===== src/rtl/seven_seg_pkg.sv =====
// Shared constants and the BCD-to-segment decode used by the 7-segment scanner.
// Segment order is {g,f,e,d,c,b,a}, active-low.
package seven_seg_pkg;

    localparam int BCD_W = 4;

    localparam logic [6:0] SEG_BLANK = 7'h7F;

    localparam logic [6:0] DIGIT_PATTERNS [10] = '{
        7'h40, 7'h79, 7'h24, 7'h30, 7'h19,
        7'h12, 7'h02, 7'h78, 7'h00, 7'h10
    };

    // Non-decimal codes 10..15 render as a dark digit rather than garbage.
    function automatic logic [6:0] decode_bcd(input logic [BCD_W-1:0] value);
        if (value < 4'd10) begin
            return DIGIT_PATTERNS[value];
        end
        return SEG_BLANK;
    endfunction

endpackage


===== src/rtl/scan_timebase.sv =====
// Digit-slot timebase: tick counts cycles within a slot, idx selects the digit.
// frame_end marks the last cycle of the last slot, where the display may commit.
module scan_timebase #(
    parameter int NUM_DIGITS   = 4,
    parameter int REFRESH_DIV  = 50000,
    parameter int BLANK_CYCLES = 500,
    parameter int IDX_W        = (NUM_DIGITS > 1) ? $clog2(NUM_DIGITS) : 1
) (
    input  logic             clk,
    input  logic             rst,
    output logic             tick_blank,
    output logic [IDX_W-1:0] idx,
    output logic             frame_end
);

    localparam int TICK_W = $clog2(REFRESH_DIV);
    localparam logic [TICK_W-1:0] TICK_LAST  = TICK_W'(REFRESH_DIV - 1);
    localparam logic [TICK_W-1:0] TICK_BLANK = TICK_W'(BLANK_CYCLES);
    localparam logic [IDX_W-1:0]  IDX_LAST   = IDX_W'(NUM_DIGITS - 1);

    logic [TICK_W-1:0] tick;
    logic              tick_last;

    assign tick_last  = (tick == TICK_LAST);
    assign tick_blank = (tick < TICK_BLANK);
    assign frame_end  = tick_last && (idx == IDX_LAST);

    always_ff @(posedge clk) begin
        if (rst) begin
            tick <= '0;
            idx  <= '0;
        end else if (tick_last) begin
            tick <= '0;
            idx  <= (idx == IDX_LAST) ? '0 : idx + 1'b1;
        end else begin
            tick <= tick + 1'b1;
        end
    end

endmodule


===== src/rtl/seven_seg_scanner.sv =====
// Multiplexed N-digit 7-segment driver with frame-synchronous double buffering,
// anode blanking gap for ghost suppression and optional leading-zero blanking.
module seven_seg_scanner
    import seven_seg_pkg::*;
#(
    parameter int NUM_DIGITS   = 4,
    parameter int REFRESH_DIV  = 50000,
    parameter int BLANK_CYCLES = 500
) (
    input  logic                        clk,
    input  logic                        rst,
    input  logic [BCD_W*NUM_DIGITS-1:0] digits_in,
    input  logic [NUM_DIGITS-1:0]       dp_in,
    input  logic                        load,
    input  logic                        blank_lz,
    output logic [6:0]                  seg_out,
    output logic                        dp_out,
    output logic [NUM_DIGITS-1:0]       an_out,
    output logic                        frame_done,
    output logic                        load_ack
);

    localparam int DIG_W = BCD_W * NUM_DIGITS;
    localparam int IDX_W = (NUM_DIGITS > 1) ? $clog2(NUM_DIGITS) : 1;

    logic             tick_blank;
    logic [IDX_W-1:0] idx;
    logic             frame_end;

    scan_timebase #(
        .NUM_DIGITS  (NUM_DIGITS),
        .REFRESH_DIV (REFRESH_DIV),
        .BLANK_CYCLES(BLANK_CYCLES),
        .IDX_W       (IDX_W)
    ) u_timebase (
        .clk       (clk),
        .rst       (rst),
        .tick_blank(tick_blank),
        .idx       (idx),
        .frame_end (frame_end)
    );

    logic [DIG_W-1:0]      disp_digits, pend_digits;
    logic [NUM_DIGITS-1:0] disp_dp, pend_dp;
    logic                  pend_valid;

    // A load on the boundary cycle bypasses the pending stage so it is never
    // lost and never committed twice.
    always_ff @(posedge clk) begin
        if (rst) begin
            disp_digits <= '0;
            disp_dp     <= '0;
            pend_digits <= '0;
            pend_dp     <= '0;
            pend_valid  <= 1'b0;
            load_ack    <= 1'b0;
        end else if (frame_end) begin
            load_ack <= load || pend_valid;
            if (load) begin
                disp_digits <= digits_in;
                disp_dp     <= dp_in;
            end else if (pend_valid) begin
                disp_digits <= pend_digits;
                disp_dp     <= pend_dp;
            end
            pend_valid <= 1'b0;
        end else begin
            load_ack <= 1'b0;
            if (load) begin
                pend_digits <= digits_in;
                pend_dp     <= dp_in;
                pend_valid  <= 1'b1;
            end
        end
    end

    logic [NUM_DIGITS-1:0] lz_mask;
    logic                  zero_run;
    logic [BCD_W-1:0]      cur_digit;
    logic [NUM_DIGITS-1:0] an_next;

    // zero_run stays set only while every digit from the top down is zero.
    always_comb begin
        lz_mask  = '0;
        zero_run = blank_lz;
        for (int i = NUM_DIGITS - 1; i >= 1; i--) begin
            zero_run   = zero_run && (disp_digits[i*BCD_W +: BCD_W] == '0);
            lz_mask[i] = zero_run;
        end
    end

    always_comb begin
        cur_digit    = disp_digits[int'(idx)*BCD_W +: BCD_W];
        an_next      = '1;
        an_next[idx] = 1'b0;
    end

    always_ff @(posedge clk) begin
        if (rst) begin
            seg_out    <= SEG_BLANK;
            dp_out     <= 1'b1;
            an_out     <= '1;
            frame_done <= 1'b0;
        end else begin
            frame_done <= frame_end;
            if (tick_blank) begin
                seg_out <= SEG_BLANK;
                dp_out  <= 1'b1;
                an_out  <= '1;
            end else begin
                seg_out <= lz_mask[idx] ? SEG_BLANK : decode_bcd(cur_digit);
                dp_out  <= ~disp_dp[idx];
                an_out  <= an_next;
            end
        end
    end

endmodule


===== config.mk =====
export PLATFORM = sky130hd
export DESIGN_NAME = seven_seg_scanner
export DESIGN_NICKNAME = d
export VERILOG_FILES = /design/src/rtl/seven_seg_pkg.sv /design/src/rtl/scan_timebase.sv /design/src/rtl/seven_seg_scanner.sv
export SDC_FILE = /design/constraint.sdc
export NUM_CORES = 1
export LEC_CHECK = 0
export CORE_MARGIN = 5
export CORE_UTILIZATION = 62
export CTS_CLUSTER_DIAMETER = 200
export DETAILED_ROUTE_END_ITERATION = 16
export DONT_BUFFER_PORTS = 1
export PLACE_DENSITY_LB_ADDON = 0.1
export SETUP_SLACK_MARGIN = 0.5
export SYNTH_ARGS = -nofsm -noshare
export SYNTH_HDL_FRONTEND = slang
export SYNTH_SLANG_ARGS = --single-unit

===== constraint.sdc =====
create_clock -name clk -period 2.64 [get_ports clk]
set_clock_uncertainty 0.1 [all_clocks]
set_input_delay 0.528 -clock clk [delete_from_list [all_inputs] [get_ports clk]]
set_output_delay 0.528 -clock clk [all_outputs]
set_load 0.01 [all_outputs]

==> metrics.md, run 1 <==
| Metric | Value |
|---|---|
| CP cell instances | ha_2 -> and3_2 -> nand4_4 -> nor3b_4 -> buf_4 -> nor2_1 -> a211oi_2 |
| Pin count of the biggest net entering global routing | 48 |
| Final TNS setup | 0 ps |
| Synth cell types | 38 |
| Diode count | 0 |
| CTS tree | yes |
| Internal reg-to-reg setup slack | 640 ps |
| Critical path data arrival time | 2150 ps |
| Seq/Total Area, Yosys | 44.7% |
| Worst vdd ir | 370 µV |
| Post-synth EDFFs | 0 |
| Initial Utilization | 64.0% |
| Cell Area, Placed | 3320 µm² |
| IO buf count | 0 |
| Max Buffers Root-to-Sink | 2 |
| Drt total wl | 5880 µm |
| Outcome | completed |
| Most frequent cell after synthesis | dfxtp_1 |
| Pwr dens | 546 nW/µm² |
| Register share of total power | 59.0% |
| Root Buffer | clkbuf_8 |
| Clock sinks | 73 |
| Max Clk Rate | 0.501 GHz |
| Row cnt | 26 |
| Routability cong. | 0.823 |
| Number of vias per cell | 5.70 |
| Switching Share | 22.2% |
| Worst path bufs/invs | 1 |
| Critical-path maximum fanout | 6 |
| Final Hold Viols | 0 |
| Top Ports | 38 |
| H-tree lvl count | 3 |
| RSZ-0062 raised after global routing | no |
| Slew Limit Fails | 0 |
| Worst-Margin Slew | 585 ps |
| Reg clk slew, reported paths | 70 ps |
| Tmin final | 2000 ps |
| Fillers | 384 |
| Critical path's top delay family | simple AND/OR/NAND/NOR gates |
| Antenna violations before repair | 0 |
| Clock share of power | 36.7% |
| Cells after synthesis | 323 |
| Max_cap viols | 0 |
| Async SR Flop Fraction | 0% |
| Crit end category | flip-flop |
| Yosys reg bits | 73 |
| Hold crit path type | input pin to flip-flop |
| Routed vias | 2,275 |
| Placed insts | 380 |
| Synth Cell Area | 3270 µm² |
| Crit-path slowest cell | dfxtp_1 |
| Psw | 0.428 mW |
| Vias in the first global route | 2,120 |
| Synth-to-Final Area Change | 8.00% |
| Critical path's largest stage delay | 370 ps |
| DRC viols | 0 |
| Top post-synthesis cells by area | dfxtp_1, mux2i_1, a211oi_2, nor2_1, ha_1 |
| Mapped Avg Cell Area | 10.1 µm² |
| Post-Syn Nets | 357 |
| Clock latency on the worst-skew pair | 330 ps |
| DR pass1 iterations | 4 |
| TritonCTS Buffers | 9 |
| Leakage | 1.31 nW |
| First-pass GRT wire length | 9780 µm |
| Placement Setup Slack | 387 ps |
| Wire per inst | 14.7 µm |
| Rel. slew slack | 61.0% |
| Die Wd | 82.6 µm |
| Final worst slack | 643 ps |
| HPWL Detailed | 3990 µm |
| DRT antenna net count | 0 |
| Comb power frac | 4.3% |
| Non-Filler Instances | 399 |
| DIE AREA | 6830 µm² |
| Worst EP required | 2790 ps |
| Endpoints failing setup | 0 |
| Die Height | 82.6 µm |
| CP Launch Type | flip-flop |
| Final period utilization | 75.6% |
| Kind of critical path | flip-flop to flip-flop |
| Fin nets | 358 |
| GRT Residual Overflow | 0 |
| Design Area, Final | 3530 µm² |
| Synth area leader | dfxtp_1 |
| Synth top cells by count | dfxtp_1, nor2_1, mux2i_1 |
| Share of layout cells above drive strength 1 | 17.0% |
| Core ar. | 5110 µm² |
| Share of the synthesized area in the top cell type | 44.7% |
| GRT Total Usage | 19.0% |
| Fin util | 69.1% |
| Iteration-0 DRC Markers | 100 |
| Synthesis Warnings | 0 |
| Int Pwr | 1.50 mW |
| Ys flop type | dfxtp_1 |
registers in the layout, summed over array words and instances, names as in the netlist, 2 cells and up:
| name | count |
|---|---|
| pend_dp | 4 |
| pend_digits | 16 |
| seg_out | 7 |
| disp_digits | 16 |
| an_out | 4 |
| disp_dp | 4 |
| u_timebase.tick | 16 |
| u_timebase.idx | 2 |
cells by family after synthesis:
family	synth area share, %
AO/OA/AOI/OAI	10.5
XOR/XNOR	4.02
adder cells (fa/ha/maj)	3.83
buffers and inverters	3.75
flip-flops	44.7
multiplexers	15.7
AND/OR/NAND/NOR	17.5
worst register-to-register path, cell delays in order (launching register included):
cell and delay (ps):
dfxtp_1 370, ha_2 230, and3_2 250, nand4_4 150, nor3b_4 340, buf_4 220, nor2_1 60, a211oi_2 200
layer usage:
layer / global-route usage (%) / vias up / wire length, µm
li1: - / 1126 / -
met2: 28.3 / 48 / 2710
met3: 4.88 / 7 / 336
met5: 0 / - / 0
met1: 25.4 / 1094 / 2750
met4: 9.80 / 0 / 78
final cells by class:
class / count / area [µm²] / share of cell area (%)
inverter: 7 / 26.3 / 0.744
tap: 70 / 87.6 / 2.48
clock inverter: 4 / 20.0 / 0.567
sequential: 73 / 1470 / 41.5
clock buffer: 12 / 135 / 3.83
timing repair buffer: 7 / 95.1 / 2.69
multi-input combinational: 226 / 1700 / 48.2
power groups by stage:
| stage | Clock (mW) | Sequential [mW] | Combinational [mW] |
|---|---|---|---|
| detailed placement | 0 | 1.16 | 0.0839 |
| CTS | 0.728 | 1.14 | 0.0846 |
| global placement | 0 | 1.16 | 0.0825 |
| floorplan | 0 | 1.16 | 0.0878 |
| global route | 0.787 | 1.14 | 0.0935 |
| finish | 0.709 | 1.14 | 0.0830 |
final timing paths:
check / startpoint / endpoint / cells after the start
setup reg to reg: u_timebase.tick[1]$_SDFF_PP0_ / disp_dp[2]$_SDFFE_PP0P_ / 7
setup / recovery: u_timebase.tick[1]$_SDFF_PP0_ / disp_dp[2]$_SDFFE_PP0P_ / 7
hold / removal: rst / u_timebase.idx[1]$_SDFFE_PP0P_ / 1
hold reg to reg: u_timebase.tick[0]$_SDFF_PP0_ / u_timebase.tick[0]$_SDFF_PP0_ / 1
stage by stage:
stage	hold slack [ps]	total power, mW
6_report	162	1.93
5_1_grt	138	2.02
4_1_cts	140	1.95
3_5_place_dp	373	1.25
3_3_place_gp	357	1.24
2_1_floorplan	341	1.25
repair_timing:
| action | 4_1_cts | 5_1_grt |
|---|---|---|
| setup endpoints to repair | 17 | 42 |
| cloned | 0 | 1 |
| buffers inserted | 1 | 1 |
| hold buffers | 0 | 0 |
| gates resized for setup | 0 | 6 |
| pin swaps | 1 | 1 |
layout by cell type, fill, tap and decap left out, types with 2 or more instances in the layout:
| master | synthesis | layout |
|---|---|---|
| clkbuf_8 | 0 | 9 |
| dfxtp_1 | 73 | 70 |
| inv_1 | 7 | 7 |
| mux4_2 | 5 | 5 |
| mux2i_1 | 40 | 40 |
| a211oi_2 | 20 | 20 |
| nand3_1 | 11 | 11 |
| buf_12 | 0 | 2 |
| ha_1 | 10 | 9 |
| nor2_1 | 66 | 66 |
| xnor2_1 | 7 | 7 |
| nand4_1 | 3 | 3 |
| nand2_1 | 19 | 19 |
| nor4_1 | 4 | 4 |
| nand2b_1 | 2 | 2 |
| a21oi_1 | 5 | 5 |
| xor2_1 | 8 | 8 |
| nor3_1 | 3 | 3 |
| clkbuf_1 | 9 | 3 |
| and4_1 | 2 | 2 |
| buf_4 | 4 | 4 |
| o21ai_0 | 4 | 4 |
| dfxtp_2 | 0 | 3 |
| clkinv_2 | 0 | 4 |
Power figures use the tool's default switching activity.
==> run 2, diff against run 1 <==
CORE_UTILIZATION = 56   (was 62)
clock period = 1.6 ns   (was 2.64 ns; I/O delays follow)
==> metrics.md, run 2 (synthesis gave the netlist of run 1 again) <==
| Metric | Value |
|---|---|
| Outcome | complete, but fails checks |
| Failing checks | negative hold slack, negative setup slack |
| Critical path data arrival time | 1990 ps (-160 ps) |
| Top flop regs | disp_digits: 16 flops, pend_digits: 16 flops, u_timebase.tick: 16 flops |
| Rel. slew slack | 71.4% (+10 points) |
| FF-to-FF path depth | 7 (unchanged) |
| Die Height | 86.4 µm (+4.6%) |
| Leakage | 1.76 nW (+35%) |
| Max_cap viols | 0 (unchanged) |
| Die Wd | 86.4 µm (+4.6%) |
| Routed vias | 2,663 (+17%) |
| Crit end category | flip-flop |
| Initial Utilization | 58.7% (-5.4 points) |
| Most common cell after layout, fill and taps aside | nor2_1 |
| Placed insts | 428 (+13%) |
| RSZ-0062 raised after global routing | yes |
| IO buf count | 0 (unchanged) |
| Fin util | 79.9% (+11 points) |
| Int Pwr | 3.09 mW (+110%) |
| H-tree lvl count | 3 (unchanged) |
| Tmin final | 1830 ps (-165 ps) |
| Worst vdd ir | 944 µV (+160%) |
| Pin count of the biggest net entering global routing | 48 (unchanged) |
| CTS tree | yes |
| Core ar. | 5570 µm² (+9.1%) |
| Fin nets | 419 (+17%) |
| GRT Residual Overflow | 0 (unchanged) |
| Antenna violations before repair | 0 (unchanged) |
| Minimum hold slack | -50.7 ps (-212 ps) |
| Endpoints failing setup | 64 (+64) |
| Number of vias per cell | 5.76 (+1.1%) |
| Comb power frac | 5.1% (+0.8 points) |
| Drt total wl | 8970 µm (+53%) |
| Design Area, Final | 4450 µm² (+26%) |
| Max Clk Rate | 0.546 GHz (+9.0%) |
| Max Buffers Root-to-Sink | 2 (unchanged) |
| DIE AREA | 7470 µm² (+9.4%) |
| Routability cong. | 0.822 (-0.13%) |
| Final Hold Viols | 32 (+32) |
| Cell Area, Placed | 3720 µm² (+12%) |
| Kind of critical path | flip-flop to flip-flop |
| Final period utilization | 115% (+39 points) |
| Vias in the first global route | 2,667 (+26%) |
| Final worst slack | -232 ps (-875 ps) |
| Worst-Margin Slew | 427 ps (-158 ps) |
| GRT Total Usage | 22.9% (+3.9 points) |
| Hold crit path type | input pin to flip-flop |
| DR pass1 iterations | 5 (+1) |
| Clock share of power | 46.7% (+10 points) |
| Share of layout cells above drive strength 1 | 43.1% (+26 points) |
| Critical-path maximum fanout | 9 (+3) |
| DRC viols | 0 (unchanged) |
| Top Ports | 38 (unchanged) |
| Register share of total power | 48.2% (-11 points) |
| HPWL Detailed | 4700 µm (+18%) |
| CP Launch Type | flip-flop |
| Clock sinks | 73 (unchanged) |
| TritonCTS Buffers | 9 (unchanged) |
| Hold depth | 1 (unchanged) |
| First-pass GRT wire length | 13,300 µm (+36%) |
| Pwr dens | 873 nW/µm² (+60%) |
| Synth-to-Final Area Change | 36.2% |
| Non-Filler Instances | 462 (+16%) |
| Psw | 0.798 mW (+87%) |
| Root Buffer | clkbuf_8 |
| Iteration-0 DRC Markers | 176 (+76%) |
| Most frequent cells in the layout | nor2_1, dfxtp_1, buf_4 |
| Wire per inst | 19.4 µm (+32%) |
| Slew Limit Fails | 0 (unchanged) |
| Switching Share | 20.5% (-1.6 points) |
| Reg clk slew, reported paths | 80 ps (about the same) |
| Row cnt | 27 (+3.8%) |
| Worst EP required | 1760 ps (-1030 ps) |
| Clock latency on the worst-skew pair | 340 ps (about the same) |
| Diode count | 0 (unchanged) |
| DRT antenna net count | 0 (unchanged) |
[run 2: cell count changes in the layout (fill, tap and decap cells not counted), moves of 4 or more]
| cell | change |
|---|---|
| buf_4 | +44 |
| nor2_1 | -8 |
| clkinv_2 | -4 |
| dfxtp_2 | +17 |
| ha_1 | -5 |
| nor2_2 | +8 |
| ha_4 | +5 |
| dfxtp_1 | -18 |
| buf_6 | +11 |
[run 2: layout make-up]
class                      count  area (µm²)
multi-input combinational    226        1880
sequential                    73        1490
fill                         354        1120
timing repair buffer          68         702
clock buffer                  12         155
clock inverter                 4        98.8
tap                           72        90.1
inverter                       7        31.3
[run 2: final timing paths]
path | end | startpoint | slack [ps]
max | disp_digits[12]$_SDFFE_PP0P_ | u_timebase.tick[12]$_SDFF_PP0_ | -230
min | u_timebase.idx[0]$_SDFFE_PP0P_ | rst | -50
max reg2reg | disp_digits[12]$_SDFFE_PP0P_ | u_timebase.tick[12]$_SDFF_PP0_ | -230
min reg2reg | pend_digits[1]$_SDFFE_PP0P_ | pend_digits[1]$_SDFFE_PP0P_ | 390
[run 2: critical path, cell delays in order, from the launching register on]
cell	delay, ps
dfxtp_2	340
nor4_4	340
nand4_4	150
nor3b_4	230
buf_6	170
buf_16	130
nor2_1	60
a211oi_2	220
[run 2: stage by stage]
step                setup slack, ps  hold WS, ps  power (mW)  TNS [ps]
floorplan                      -125          339        2.07     -3030
global placement               -114          299        2.07     -4430
detailed placement             -156          299        2.08     -5250
CTS                            -160        -67.4        3.88     -6950
global route                   -352        -75.5        4.02    -15000
finish                         -232        -50.7        3.89    -10040
[run 2: repair_timing]
item | CTS | global route
gates resized for setup | 55 | 11
hold endpoints to repair | 45 | 45
pin swaps | 14 | 7
cloned | 3 | 3
buffers inserted | 6 | 6
endpoints found under the setup margin | 87 | 87
[run 2: layer usage]
layer,track usage [%],routed length [µm]
met3,5.70,595
met1,27.7,3620
met4,10.2,365
met5,0,0
met2,38.5,4390
[run 2: power groups by stage]
| stage | Combinational (mW) | Clock [mW] | Sequential [mW] |
|---|---|---|---|
| 2_1_floorplan | 0.155 | 0 | 1.92 |
| 3_3_place_gp | 0.156 | 0 | 1.92 |
| 3_5_place_dp | 0.158 | 0 | 1.92 |
| 4_1_cts | 0.172 | 1.84 | 1.87 |
| 5_1_grt | 0.216 | 1.93 | 1.88 |
| 6_report | 0.197 | 1.82 | 1.87 |
